[config.mk]
export PLATFORM = sky130hd
export DESIGN_NAME = wb_stage
export DESIGN_NICKNAME = d
export VERILOG_FILES = /design/src/rtl/wb_stage_pkg.sv /design/src/rtl/wb_stage_load_align.sv /design/src/rtl/wb_stage.sv
export SDC_FILE = /design/constraint.sdc
export NUM_CORES = 1
export LEC_CHECK = 0
export CAP_MARGIN = 0
export CORE_ASPECT_RATIO = 0.5
export CORE_MARGIN = 4
export CORE_UTILIZATION = 64
export CTS_BUF_LIST = sky130_fd_sc_hd__clkbuf_16
export CTS_CLUSTER_SIZE = 28
export DETAILED_ROUTE_END_ITERATION = 16
export DONT_BUFFER_PORTS = 1
export GPL_ROUTABILITY_DRIVEN = 1
export PLACE_DENSITY = 0.85
export REMOVE_ABC_BUFFERS = 1
export SETUP_SLACK_MARGIN = 0.3
export SYNTH_ARGS = -nofsm -noshare
export SYNTH_HDL_FRONTEND = slang
export SYNTH_HIERARCHICAL = 1
export SYNTH_SLANG_ARGS = --single-unit
[constraint.sdc]
create_clock -name clk -period 4.1 [get_ports clk]
set_input_delay 1.23 -clock clk [delete_from_list [all_inputs] [get_ports clk]]
set_output_delay 1.23 -clock clk [all_outputs]
set_load 0.01 [all_outputs]
[src/rtl/wb_stage_pkg.sv]
// Shared writeback-stage types: result-select enum and RISC-V load funct3 encodings.
package wb_stage_pkg;

    typedef enum logic [1:0] {
        WB_ALU = 2'd0,
        WB_MEM = 2'd1,
        WB_PC4 = 2'd2,
        WB_CSR = 2'd3
    } wb_sel_e;

    localparam logic [2:0] F3_LB  = 3'b000;
    localparam logic [2:0] F3_LH  = 3'b001;
    localparam logic [2:0] F3_LW  = 3'b010;
    localparam logic [2:0] F3_LBU = 3'b100;
    localparam logic [2:0] F3_LHU = 3'b101;

endpackage

[src/rtl/wb_stage_load_align.sv]
// Combinational load formatter: picks byte/half by offset and sign- or zero-extends.
module load_align
    import wb_stage_pkg::*;
#(
    parameter int XLEN = 32
) (
    input  logic [2:0]      funct3,
    input  logic [1:0]      addr_lo,
    input  logic [XLEN-1:0] rdata,
    output logic [XLEN-1:0] data
);

    logic [7:0]  byte_sel;
    logic [15:0] half_sel;

    always_comb begin
        byte_sel = rdata[7:0];
        case (addr_lo)
            2'd0: byte_sel = rdata[7:0];
            2'd1: byte_sel = rdata[15:8];
            2'd2: byte_sel = rdata[23:16];
            2'd3: byte_sel = rdata[31:24];
            default: byte_sel = rdata[7:0];
        endcase
        half_sel = addr_lo[1] ? rdata[31:16] : rdata[15:0];
    end

    // Reserved encodings (011/110/111) fall through to the full-word path.
    always_comb begin
        data = rdata;
        case (funct3)
            F3_LB:   data = {{(XLEN-8){byte_sel[7]}}, byte_sel};
            F3_LBU:  data = {{(XLEN-8){1'b0}}, byte_sel};
            F3_LH:   data = {{(XLEN-16){half_sel[15]}}, half_sel};
            F3_LHU:  data = {{(XLEN-16){1'b0}}, half_sel};
            default: data = rdata;
        endcase
    end

endmodule

[src/rtl/wb_stage.sv]
// MEM/WB pipeline register and writeback mux with register-file write and bypass ports.
// Optional retired-instruction counter enabled by defining WB_RETIRE_CNT_EN.
module wb_stage
    import wb_stage_pkg::*;
#(
    parameter int XLEN  = 32,
    parameter int RET_W = 64
) (
    input  logic            clk,
    input  logic            rst_n,
    input  logic            m_valid,
    input  logic            m_rd_we,
    input  logic [4:0]      m_rd,
    input  logic [1:0]      m_wb_sel,
    input  logic [2:0]      m_funct3,
    input  logic [1:0]      m_addr_lo,
    input  logic [XLEN-1:0] m_alu_res,
    input  logic [XLEN-1:0] m_mem_rdata,
    input  logic [XLEN-1:0] m_pc4,
    input  logic [XLEN-1:0] m_csr_rdata,
    input  logic            stall,
    input  logic            flush,
    output logic            rf_we,
    output logic [4:0]      rf_wr,
    output logic [XLEN-1:0] rf_wd,
    output logic            fwd_valid,
    output logic [4:0]      fwd_rd,
    output logic [XLEN-1:0] fwd_data,
    output logic            retire
`ifdef WB_RETIRE_CNT_EN
    ,
    output logic [RET_W-1:0] instret
`endif
);

    if (RET_W < 1) begin : g_ret_w_check
        $error("wb_stage: RET_W must be at least 1");
    end

    logic            valid_q;
    logic            rd_we_q;
    logic [4:0]      rd_q;
    wb_sel_e         wb_sel_q;
    logic [2:0]      funct3_q;
    logic [1:0]      addr_lo_q;
    logic [XLEN-1:0] alu_res_q;
    logic [XLEN-1:0] mem_rdata_q;
    logic [XLEN-1:0] pc4_q;
    logic [XLEN-1:0] csr_rdata_q;
    logic [XLEN-1:0] load_data;

    // Flush only kills valid; the payload fields may stay stale because nothing
    // downstream looks at them without valid_q.
    always_ff @(posedge clk or negedge rst_n) begin
        if (!rst_n) begin
            valid_q     <= 1'b0;
            rd_we_q     <= 1'b0;
            rd_q        <= '0;
            wb_sel_q    <= WB_ALU;
            funct3_q    <= '0;
            addr_lo_q   <= '0;
            alu_res_q   <= '0;
            mem_rdata_q <= '0;
            pc4_q       <= '0;
            csr_rdata_q <= '0;
        end else if (flush) begin
            valid_q     <= 1'b0;
        end else if (!stall) begin
            valid_q     <= m_valid;
            rd_we_q     <= m_rd_we;
            rd_q        <= m_rd;
            wb_sel_q    <= wb_sel_e'(m_wb_sel);
            funct3_q    <= m_funct3;
            addr_lo_q   <= m_addr_lo;
            alu_res_q   <= m_alu_res;
            mem_rdata_q <= m_mem_rdata;
            pc4_q       <= m_pc4;
            csr_rdata_q <= m_csr_rdata;
        end
    end

    load_align #(.XLEN(XLEN)) u_load_align (
        .funct3  (funct3_q),
        .addr_lo (addr_lo_q),
        .rdata   (mem_rdata_q),
        .data    (load_data)
    );

    always_comb begin
        rf_wd = alu_res_q;
        case (wb_sel_q)
            WB_ALU:  rf_wd = alu_res_q;
            WB_MEM:  rf_wd = load_data;
            WB_PC4:  rf_wd = pc4_q;
            WB_CSR:  rf_wd = csr_rdata_q;
            default: rf_wd = alu_res_q;
        endcase
    end

    // A stalled instruction is held for another cycle, so it must not write or retire yet.
    assign rf_we     = valid_q & rd_we_q & (rd_q != 5'd0) & ~stall;
    assign rf_wr     = rd_q;
    assign retire    = valid_q & ~stall;
    assign fwd_valid = rf_we;
    assign fwd_rd    = rf_wr;
    assign fwd_data  = rf_wd;

`ifdef WB_RETIRE_CNT_EN
    always_ff @(posedge clk or negedge rst_n) begin
        if (!rst_n)
            instret <= '0;
        else if (retire)
            instret <= instret + RET_W'(1);
    end
`endif

endmodule
# [Word level (Yosys, flattened, before mapping)]
# Cells that the tools add are included.
[totals] ff_bits=142 inputBits=146 output_inout_bits=77 elab_cells=37
[classes] n_eq_ne=10 n_mux=6 n_bitwise=6 reduce_logical=5
[ops] op="one-hot mux 32 bit (4 select lines)" n=2
[ops] op="one-hot mux 8 bit (4 select lines)" n=1
[ops] op="2-to-1 mux 16 bit" n=1
[ops] op="== test 2 bit, second input constant" n=4
[ops] op="== test 3 bit, second input constant" n=2
[ops] op="nonzero test 5 bit" n=1
[ops] op="AND 1 bit" n=4
[ops] op="== test 2 x 1 -> 1 bit, second input constant" n=2
[ops] op="logical NOT 2 bit" n=2
[ops] op="== test 3 x 1 -> 1 bit, second input constant" n=1
[ops] op="logical NOT 3 bit" n=1
[ops] op="2-to-1 mux 1 bit" n=2
[ops] op="!= test 2 x 1 -> 1 bit, second input constant" n=1
[ops] op="NOT 1 bit" n=2
[ops] op="AND reduction 2 bit" n=1

# [Logic depth before layout (Yosys ltp)]
# Gate-level depths: netlist of run 1.
[logic_depth] depth_word=4 mapped_depth=8 mapped_depth_nobuf=5

# [By module]
# Netlist of run 1, hierarchy kept.
[by_module_without_submodules] mod="wb_stage" n_inst=1 cells_each=382 area_per_inst_um2=6795.3 seq_area_each_um2=3553.4
[by_module_without_submodules] mod="load_align" n_inst=1 cells_each=111 area_per_inst_um2=668.1 seq_area_each_um2=0.0

# [Worst setup path before layout of run 1]
# No wires, ideal clock.
[synth_path] path_kind="reg2out" startpoint="register addr_lo_q[1]" endpoint="output port rf_wd[10]" arrival_ns=2.231 t_required_ns=2.870 setup_slack_ns=0.639 path_stages_with_launch=7 path_buffers=2 path_cell_list="dfrtp_1 -> mux4_2 -> and3b_1 -> clkbuf_1 -> a221o_1 -> mux4_1 -> buf_4"
[synth_via] elab_chain_len=4 word_cells_on_any_way=8 classes_between="eq/ne (3); mux (4); reduce/logical (1)"
[synth_rtl] element="start, declared" line="wb_stage.sv:45" rtl="logic [1:0] addr_lo_q;"
[synth_rtl] element="start signal, assigned" line="wb_stage.sv:74" rtl="addr_lo_q <= m_addr_lo;"
[synth_rtl] element="== test 2 bit (tied with other cells)" line="wb_stage_load_align.sv:18" rtl="case (addr_lo)"
[synth_rtl] element="one-hot mux 8 bit (4 select lines)" line="wb_stage_load_align.sv:18"
[synth_rtl] element="one-hot mux 32 bit (4 select lines) (*)" line="wb_stage_load_align.sv:31" rtl="case (funct3)"
[synth_rtl] element="net load_data[10]" line="wb_stage.sv:50" rtl="logic [XLEN-1:0] load_data;"
[synth_rtl] element="one-hot mux 32 bit (4 select lines) (*)" line="wb_stage.sv:91" rtl="case (wb_sel_q)"
[synth_rtl] element="end, declared" line="wb_stage.sv:25" rtl="output logic [XLEN-1:0] rf_wd,"
# Mark *: on every way through the listed nets, which the timed path passes. The rest lies on a longest branch.

# [Worst setup path after layout of run 1]
[layout_path] startpoint="register addr_lo_q[1]" endpoint="output port rf_wd[12]"
# The elaborated chain is that of the path after synthesis.

==> results of run 1 <==
==> metrics by stage <==
| stage | utilization | setup TNS [ns] | worst slack (ns) | cell area, µm² |
|---|---|---|---|---|
| 2_1_floorplan | - | -66.72 | -0.513 | 6930 |
| 3_3_place_gp | 0.644 | 0 | 0.718 | 7200 |
| 3_5_place_dp | 0.644 | 0 | 0.678 | 7200 |
| 4_1_cts | 0.704 | 0 | 0.329 | 7870 |
| 5_1_grt | 0.705 | 0 | 0.296 | 7890 |
| 6_report | 0.705 | 0 | 0.351 | 7890 |
==> repair_timing <==
action | CTS | global route
pin swaps | 1 | 0
setup buffers | 2 | 1
setup endpoints to repair | 42 | 32
resized for setup | 5 | 4
==> sequential cells by signal, summed over array words and instances (netlist names) <==
signal       count
alu_res_q       32
csr_rdata_q     32
mem_rdata_q     32
pc4_q           32
fwd_rd           5
funct3_q         3
addr_lo_q        2
wb_sel_q         2
rd_we_q          1
valid_q          1
==> worst register-to-register path, cell delays in order (launching register included) <==
cell	delay (ns)
dfrtp_1	0.64
buf_4	0.44
mux2_2	0.22
==> kinds of logic (layout without fill, tap and decap cells) <==
| group | count (synthesis) | after routing | synth area share |
|---|---|---|---|
| AOI/OAI and AO/OA | 47 | 47 | 0.0486 |
| buffers and inverters | 74 | 44 | 0.0729 |
| DFF | 142 | 142 | 0.476 |
| muxes | 176 | 176 | 0.368 |
| other | 0 | 1 | 0 |
| and+or+nand+nor | 54 | 54 | 0.0340 |
==> layout make-up <==
cell class	instances	area, µm²
flip-flops and latches	142	3560
multi-input cells	277	3350
fillers	741	3300
clock buffers	17	425
clock inverters	15	241
well taps	159	199
repair buffers	10	104
inverters	2	7.51
diodes	1	2.50
==> worst max-delay path by stage <==
| stage | to | slack, ns | from |
|---|---|---|---|
| after floorplan | wb_sel_q[0] | -0.51 | stall |
| after global placement | fwd_data[24] | 0.72 | funct3_q[1] |
| after detailed placement | rf_wd[24] | 0.68 | addr_lo_q[1] |
| after CTS | rf_wd[12] | 0.33 | mem_rdata_q[23] |
| after global routing | fwd_data[30] | 0.30 | addr_lo_q[1] |
| final | rf_wd[12] | 0.35 | addr_lo_q[1] |
==> routing by layer <==
| metal | part of all wire | vias up | global-route usage |
|---|---|---|---|
| li1 | - | 1692 | - |
| met1 | 0.43 | 2034 | 0.325 |
| met2 | 0.48 | 180 | 0.365 |
| met3 | 0.073 | 19 | 0.0721 |
| met4 | 0.013 | 0 | 0.0673 |
| met5 | 0 | - | 0 |
==> power by group <==
group	total (µW)	internal [µW]	switching, µW
clock network	1730	1140	588
registers	1780	1610	175
logic	964	518	446
==> cell usage in the layout (no fill, tap or decap), types with 2 or more instances in the layout <==
cell / instances
a21o_1: 17
dfrtp_2: 2
a22oi_1: 7
buf_12: 2
mux4_1: 11
o21ai_1: 8
a221o_1: 8
nand2_1: 35
nand2b_1: 7
buf_4: 7
a21oi_1: 2
mux2i_1: 2
inv_6: 2
nor2_1: 4
nor2b_1: 3
mux2_2: 51
inv_1: 3
clkbuf_16: 17
bufinv_16: 6
mux2_4: 90
clkinvlp_4: 3
mux4_2: 22
dfrtp_1: 140
==> qor.yml, run 1 <==
synth-seq-area-share: 0.476
leakagePower_uw: 0.00356
rr_startpoint: "wb_sel_q[1]"
gp_routability_congestion: 0.782
cts_root_buffer: "clkbuf_16"
via_per_inst: 6.30
drc: 0
clkSinkCount: 142
fin_hold_ws_ns: 0.499
synth.top_cell.area_share: 0.476
grt_pass1_wl_um: 24700
cts_made_buffers: 17
layout-drive-gt1-share: 0.454
dp_cells: 587
fin_skew_ns: 0
hold_start: "csr_rdata_q[6]"
core_area_um2: 11200
worst_pin_slew_ns: 1.02
pin_count: 223
power.total_uw: 4480
dieWidth_um: 161
worst-path-buf-inv: 0
ys_types: 29
synth_top_cell_by_area: "dfrtp_1"
clkTransAtPathRegs_ns: 0.06
synthTopCellsByArea: "dfrtp_1 48%, mux2_4 18%, mux2_2 7.7%"
grt_usage: 0.235
hold_end: "csr_rdata_q[6]"
cp.required_ns: 2.87
drt_iter0_markers: 273
hold_path_depth: 1
synth.avg_cell_area_um2: 15.1
status: "completed"
syn_area_um2: 7460
synth_most_common_cell: "dfrtp_1"
drv_slew: 0
die_y_um: 84.4
r2r_cells: 2
power.density_nw_per_um2: 568
ys_async_sr_fraction: 1.00
synth_edf_count: 0
finalCritPeriodShare: 0.914
cts-htree-levels: 4
reg2reg_slack_ns: 2.74
synth_top_cells_by_count: "142 x dfrtp_1, 90 x mux2_4, 51 x mux2_2"
io_buffers: 0
cp_top_family: "multiplexers"
max-vdd-ir-drop_mv: 0.317
syn_inst: 493
die-area_um2: 13600
period_minus_slack_ns: 3.75
max_stage_delay_ns: 0.55
worstPathCellList: "mux4_2 -> and3b_2 -> a221o_1 -> mux4_2"
ys_ff_latch: 142
antenna_found_initial: 1
wl_per_cell_um: 24.7
cp_max_fo: 8
area_delta_synth_final_pct: 5.67
start_kind: "flop"
synthFlopType: "dfrtp_1"
yosys_warnings: 6
place_hpwl_um: 10300
wirelength_um: 15400
max-cap-violations: 0
slew_headroom: 0.320
grt_max_degree: 143
cp.arrival_ns: 2.52
grt_pass1_vias: 4296
hold_path.class: "flop to flop"
clk_path_buf_depth: 2
finalSetupViolations: 0
cts_hold_buffers: 0
ant_nets: 0
first_pass_iters: 4
crit_top_cell: "mux4_2"
vias: 3925
hold_violations: 0
clock_latency_ns: 0.40
initial_core_util: 0.667
rsz0062_at_grt: "no"
final_nets: 596
cts_tree: "done"
fmax_mhz: 267
cp-end-kind: "primary output"
critPathSlowestCell: "mux4_2"
r2r_end: "wb_sel_q[1]"
finalNonFillerCells: 623
cp_num_cells: 4
grt_remaining_overflow: 0
path_class: "flop to primary output"
placementRows: 27
(Power assumes the default switching activity.)
==> run 2, diff against run 1 <==
--- a/config.mk
+++ b/config.mk
@@ -14,10 +14,10 @@
 export DETAILED_ROUTE_END_ITERATION = 16
 export DONT_BUFFER_PORTS = 1
 export GPL_ROUTABILITY_DRIVEN = 1
+export GPL_TIMING_DRIVEN = 0
 export PLACE_DENSITY = 0.85
 export REMOVE_ABC_BUFFERS = 1
 export SETUP_SLACK_MARGIN = 0.3
 export SYNTH_ARGS = -nofsm -noshare
 export SYNTH_HDL_FRONTEND = slang
-export SYNTH_HIERARCHICAL = 1
 export SYNTH_SLANG_ARGS = --single-unit
==> run 2 against run 1 <==
Total power fell by 6.5%; global-route usage rose by 2.3 points; register-to-register slack gained 0.03 ns; clock power is 12% lower; sequential power barely moved; wire length rose by 6.8%; setup slack improved by 0.066 ns; utilization up 2.1 points; largest cell class unchanged.
==> qor.yml, run 2 <==
placementRows: 26  # -3.7%
final_nets: 691  # +16%
cts_tree: "done"
syn_area_um2: 7100  # -4.9%
grt_pass1_vias: 4665  # +8.6%
synth_top_cells_by_count: "142 x dfrtp_1, 131 x mux2_2, 38 x buf_4"
core_area_um2: 10500  # -6.0%
grt_pass1_wl_um: 25200  # +2.2%
critPathSlowestCell: "dfrtp_1"
grt_remaining_overflow: 0  # unchanged
grt_usage: 0.258  # +0.0231
start_kind: "flop"
max-vdd-ir-drop_mv: 0.300  # -5.3%
fin_hold_ws_ns: 0.502  # +0.00256 ns
ys_async_sr_fraction: 1.00  # unchanged
period_minus_slack_ns: 3.68  # -0.0659 ns
layout_common_cells: "138 x dfrtp_1, 131 x mux2_2, 35 x mux2i_1, 34 x nor2_1, 31 x nand2_1"
wirelength_um: 16400  # +6.8%
fin_area_um2: 7630  # -3.2%
cts-htree-levels: 4  # unchanged
clock_latency_ns: 0.41  # about the same
setup_slack_ns: 0.417  # +0.0659 ns
dpl_cell_area_um2: 6950  # -3.5%
yosys_warnings: 0  # -6
synth_edf_count: 0  # unchanged
fmax_mhz: 272  # +1.8%
synthFlopType: "dfrtp_1"
grt_max_degree: 143  # unchanged
slew_headroom: 0.476  # +0.156
synth.avg_cell_area_um2: 11.9  # -21%
finalSetupViolations: 0  # unchanged
cp.required_ns: 2.87  # about the same
worst_pin_slew_ns: 0.783  # -0.238 ns
hold_path.class: "input port to asynchronous set/reset pin"
cts_made_buffers: 17  # unchanged
dieWidth_um: 157  # -2.4%
max_stage_delay_ns: 0.61  # +0.06 ns
die-area_um2: 12900  # -4.5%
gp_routability_congestion: 0.800  # +2.3%
die_y_um: 82.5  # -2.2%
ys_types: 37  # +28%
pre_cts_slack_ns: 0.0462  # -0.632 ns
io_buffers: 0  # unchanged
rsz0062_at_grt: "no"
clkTransAtPathRegs_ns: 0.06  # about the same
place_hpwl_um: 11600  # +13%
ys_ff_latch: 142  # unchanged
synth_most_common_cell: "dfrtp_1"
setup_tns_ns: 0  # unchanged
layout-drive-gt1-share: 0.346  # -0.108
drv_slew: 0  # unchanged
pin_count: 223  # unchanged
via_per_inst: 6.43  # +2.1%
cp-end-kind: "primary output"
drt_iter0_markers: 272  # -0.37%
worst-path-buf-inv: 0  # unchanged
rr_startpoint: "funct3_q[1]"
synth_top_cell_by_area: "dfrtp_1"
path_class: "flop to primary output"
cp.arrival_ns: 2.45  # -0.07 ns
clkSinkCount: 142  # unchanged
power.total_uw: 4180  # -6.5%
critPathLaunch: "funct3_q[0]"
leakagePower_uw: 0.00323  # -9.3%
final_common_cell: "dfrtp_1"
drc: 0  # unchanged
fill_cells: 711  # -4.0%
first_pass_iters: 5  # +1
hold_violations: 0  # unchanged
synth-seq-area-share: 0.501  # +0.0245
status: "completed"
fin_skew_ns: 0  # unchanged
cts_root_buffer: "clkbuf_16"
vias: 4495  # +15%
max-cap-violations: 0  # unchanged
ant_nets: 0  # unchanged
antenna_found_initial: 1  # unchanged
cp_top_family: "compound AO/OA/AOI/OAI gates"
clk_path_buf_depth: 2  # unchanged
area_delta_synth_final_pct: 7.51
synthTopCellsByArea: "dfrtp_1 50%, mux2_2 21%, mux2i_1 4.9%"
syn_inst: 597  # +21%
initial_core_util: 0.676  # +0.00807
power.density_nw_per_um2: 548  # -3.4%
finalCritPeriodShare: 0.898  # -0.0161
worstPathCellList: "nand2b_2 -> o311ai_0 -> a221oi_1 -> o22a_1"
wl_per_cell_um: 23.5  # -4.8%
cp_max_fo: 14  # +6
synth.top_cell.area_share: 0.501  # +0.0245
-- run 2: cell types whose count changed after synthesis, sizes merged, moves of 10 or more --
| cell | change |
|---|---|
| buf | -14 |
| a21o | -16 |
| o21ai | +13 |
| a211o | +17 |
| nor2 | +30 |
| clkbuf | +21 |
| a22o | +16 |
| a21oi | +21 |
| mux4 | -32 |
| mux2i | +33 |
| mux2 | -10 |
-- run 2: final timing paths --
path / end / slack (ns) / cells past startpoint
setup reg to reg: funct3_q[1] / 2.77 / 2
setup / recovery: fwd_data[0] / 0.42 / 4
min in group clk: alu_res_q[8] / 0.50 / 1
max in group asynchronous: wb_sel_q[0] / 3.40 / 0
hold reg to reg: alu_res_q[8] / 0.50 / 1
hold / removal: alu_res_q[4] / 0.50 / 0
-- run 2: cell families after synthesis --
kind of cell,share of synthesized area
compound gates,0.111
simple gates,0.0566
flops,0.501
buf+inv,0.0717
mux,0.260
-- run 2: stage by stage --
stage | instances | utilization
after floorplan | 518 | -
after global placement | 658 | 0.648
after detailed placement | 664 | 0.662
after CTS | 697 | 0.723
after global routing | 698 | 0.726
final | 699 | 0.726
-- run 2: area by class of cell --
class	instances	area, µm²	share of cell area
antenna	1	2.50	0.000328
timing repair buffer	8	163	0.0213
inverter	12	45.0	0.00590
sequential	142	3570	0.467
multi-input combinational	364	3090	0.405
clock inverter	15	161	0.0212
tap	140	175	0.0230
clock buffer	17	425	0.0557
-- run 2: report_power, final --
part | switching, µW | internal, µW | leakage, µW
registers | 191 | 1610 | 0.00167
clock network | 624 | 904 | 0.000279
logic | 467 | 390 | 0.00128
-- run 2: worst reg2reg max path: stages (launching register included) --
cell and delay [ns]:
dfrtp_2 0.63, clkinv_1 0.37, o21ai_0 0.25
-- run 2: timing repair --
action / CTS / global route
hold buffers: 0 / 0
pin swaps: 1 / 0
buffers inserted: 1 / 1
endpoints found under the setup margin: 64 / 20
resized for setup: 13 / 6
-- run 2: routing by layer --
metal / vias to the layer above / track usage / part of all wire / routed length [µm]
met5: - / 0 / 0.00049 / 8
met4: 2 / 0.106 / 0.021 / 341
met3: 29 / 0.0859 / 0.092 / 1510
met2: 191 / 0.398 / 0.47 / 7660
met1: 2259 / 0.340 / 0.42 / 6880
li1: 2014 / - / - / -
==> run 3, diff against run 2 <==
--- a/config.mk
+++ b/config.mk
@@ -5,17 +5,17 @@
 export SDC_FILE = /design/constraint.sdc
 export NUM_CORES = 1
 export LEC_CHECK = 0
-export CAP_MARGIN = 0
+export CAP_MARGIN = 20
 export CORE_ASPECT_RATIO = 0.5
 export CORE_MARGIN = 4
-export CORE_UTILIZATION = 64
+export CORE_UTILIZATION = 34
 export CTS_BUF_LIST = sky130_fd_sc_hd__clkbuf_16
-export CTS_CLUSTER_SIZE = 28
+export CTS_CLUSTER_SIZE = 12
 export DETAILED_ROUTE_END_ITERATION = 16
 export DONT_BUFFER_PORTS = 1
 export GPL_ROUTABILITY_DRIVEN = 1
 export GPL_TIMING_DRIVEN = 0
-export PLACE_DENSITY = 0.85
+export PLACE_DENSITY = 0.53
 export REMOVE_ABC_BUFFERS = 1
 export SETUP_SLACK_MARGIN = 0.3
 export SYNTH_ARGS = -nofsm -noshare
==> run 3 against run 2 <==
Clock skew did not move; hold slack worse by 0.0082 ns; wire length is 13% higher; sequential cell count is the same; clock power is 14% higher; first-iteration DRC count is 24% lower; utilization fell by 34 points; largest power group unchanged; highest routed layer is now met4.
==> qor.yml, run 3 (synthesis gave the netlist of run 2 again) <==
status: "completed"
hold_violations: 0  # unchanged
max-vdd-ir-drop_mv: 0.288  # -4.1%
layout-drive-gt1-share: 0.347  # +0.00110
cts_made_buffers: 17  # unchanged
cp.required_ns: 2.87  # about the same
ant_nets: 0  # unchanged
clkSinkCount: 142  # unchanged
slew_headroom: 0.441  # -0.0352
grt_remaining_overflow: 0  # unchanged
via_per_inst: 5.20  # -19%
layout_common_cells: "138 x dfrtp_1, 131 x mux2_2, 35 x mux2i_1, 34 x nor2_1, 31 x nand2_1"
wirelength_um: 18600  # +13%
power.density_nw_per_um2: 558  # +1.8%
period_minus_slack_ns: 3.69  # +0.0119 ns
final_nets: 695  # +0.58%
pin_count: 223  # unchanged
grt_usage: 0.162  # -0.0955
pre_cts_slack_ns: 0.0898  # +0.0436 ns
wl_per_cell_um: 22.2  # -5.3%
antenna_found_initial: 2  # +1
placementRows: 37  # +42%
grt_pass1_wl_um: 28000  # +11%
leakagePower_uw: 0.00330  # +2.1%
dieWidth_um: 212  # +35%
clk_path_buf_depth: 2  # unchanged
grt_max_degree: 143  # unchanged
critPathSlowestCell: "dfrtp_1"
final_common_cell: "dfrtp_1"
cts-htree-levels: 4  # unchanged
core_area_um2: 20500  # +95%
rsz0062_at_grt: "no"
max_stage_delay_ns: 0.59  # -0.02 ns
finalCritPeriodShare: 0.901  # +0.00289
drc: 0  # unchanged
clock_latency_ns: 0.43  # +0.02 ns
fmax_mhz: 271  # -0.32%
finalSetupViolations: 0  # unchanged
worst-path-buf-inv: 0  # unchanged
cts_tree: "done"
io_buffers: 0  # unchanged
hold_path.class: "input port to asynchronous set/reset pin"
clkTransAtPathRegs_ns: 0.06  # about the same
area_delta_synth_final_pct: 11.2
cts_root_buffer: "clkbuf_16"
cp_top_family: "compound AO/OA/AOI/OAI gates"
drv_slew: 0  # unchanged
path_class: "flop to primary output"
drt_iter0_markers: 208  # -24%
max-cap-violations: 0  # unchanged
cp_max_fo: 14  # unchanged
setup_tns_ns: 0  # unchanged
gp_routability_congestion: 0.731  # -8.6%
worstPathCellList: "nand2b_2 -> mux2i_1 -> o221ai_1 -> a21oi_2"
fin_skew_ns: 0  # unchanged
fin_util: 0.385  # -0.341
cp-end-kind: "primary output"
die-area_um2: 23400  # +81%
cp.arrival_ns: 2.46  # about the same
vias: 4351  # -3.2%
setup_slack_ns: 0.405  # -0.0119 ns
grt_pass1_vias: 4576  # -1.9%
first_pass_iters: 4  # -1
place_hpwl_um: 12700  # +8.9%
worst_pin_slew_ns: 0.837  # +0.0543 ns
start_kind: "flop"
die_y_um: 110  # +34%
initial_core_util: 0.346  # -0.329
-- run 3: changes by cell type in the layout (fill, tap and decap cells not counted), sizes merged --
cell      before  now
diode          1    2
inv           16   15
buf            8   12
clkinv         6    4
bufinv         2    6
clkinvlp       3    2
-- run 3: report_power, final --
part	total (µW)	switching, µW	internal, µW
logic	877	482	395
clock network	1740	608	1130
registers	1800	187	1610
total	4410	1280	3130
-- run 3: worst reg2reg max path, stage by stage (launching register included) --
cell	delay [ns]
dfrtp_2	0.65
clkinv_1	0.39
o21ai_0	0.24
-- run 3: path summary, 6_finish.rpt --
kind                        startpoint       endpoint  slack (ns)  cells after the start
max                        funct3_q[0]    fwd_data[2]        0.41                      4
min                              rst_n  alu_res_q[22]        0.49                      0
max reg2reg                funct3_q[1]    funct3_q[1]        2.74                      2
min reg2reg                   pc4_q[9]       pc4_q[9]        0.50                      1
max in group asynchronous        rst_n   addr_lo_q[1]        3.37                      0
min in group clk              pc4_q[9]       pc4_q[9]        0.50                      1
-- run 3: timing repair --
action | CTS | global route
gates resized for setup | 16 | 3
hold buffers | 0 | 0
endpoints found under the setup margin | 64 | 26
setup buffers | 4 | 1
pin swaps | 1 | 1
-- run 3: per-stage QoR --
step	hold WS, ns	cell area, µm²	total power (µW)	instances
final	0.494	7900	4410	837
after global routing	0.458	7900	4640	837
after CTS	0.456	7870	4470	834
after detailed placement	0.493	7120	2670	798
after global placement	0.486	6980	2670	791
after floorplan	0.475	6630	2450	518
-- run 3: final cells by class --
cell class / instances / area, µm²
diodes: 2 / 5.00
clock buffers: 17 / 425
clock inverters: 15 / 229
fillers: 1994 / 12600
inverters: 12 / 45.0
multi-input cells: 364 / 3090
flip-flops and latches: 142 / 3570
well taps: 273 / 342
repair buffers: 12 / 189
-- run 3: layer usage --
metal	share of wire	vias to the layer above	global-route usage
met5	0	-	0
met3	0.044	26	0.0461
met4	0.022	0	0.0735
li1	-	2011	-
met1	0.45	2214	0.213
met2	0.48	100	0.251
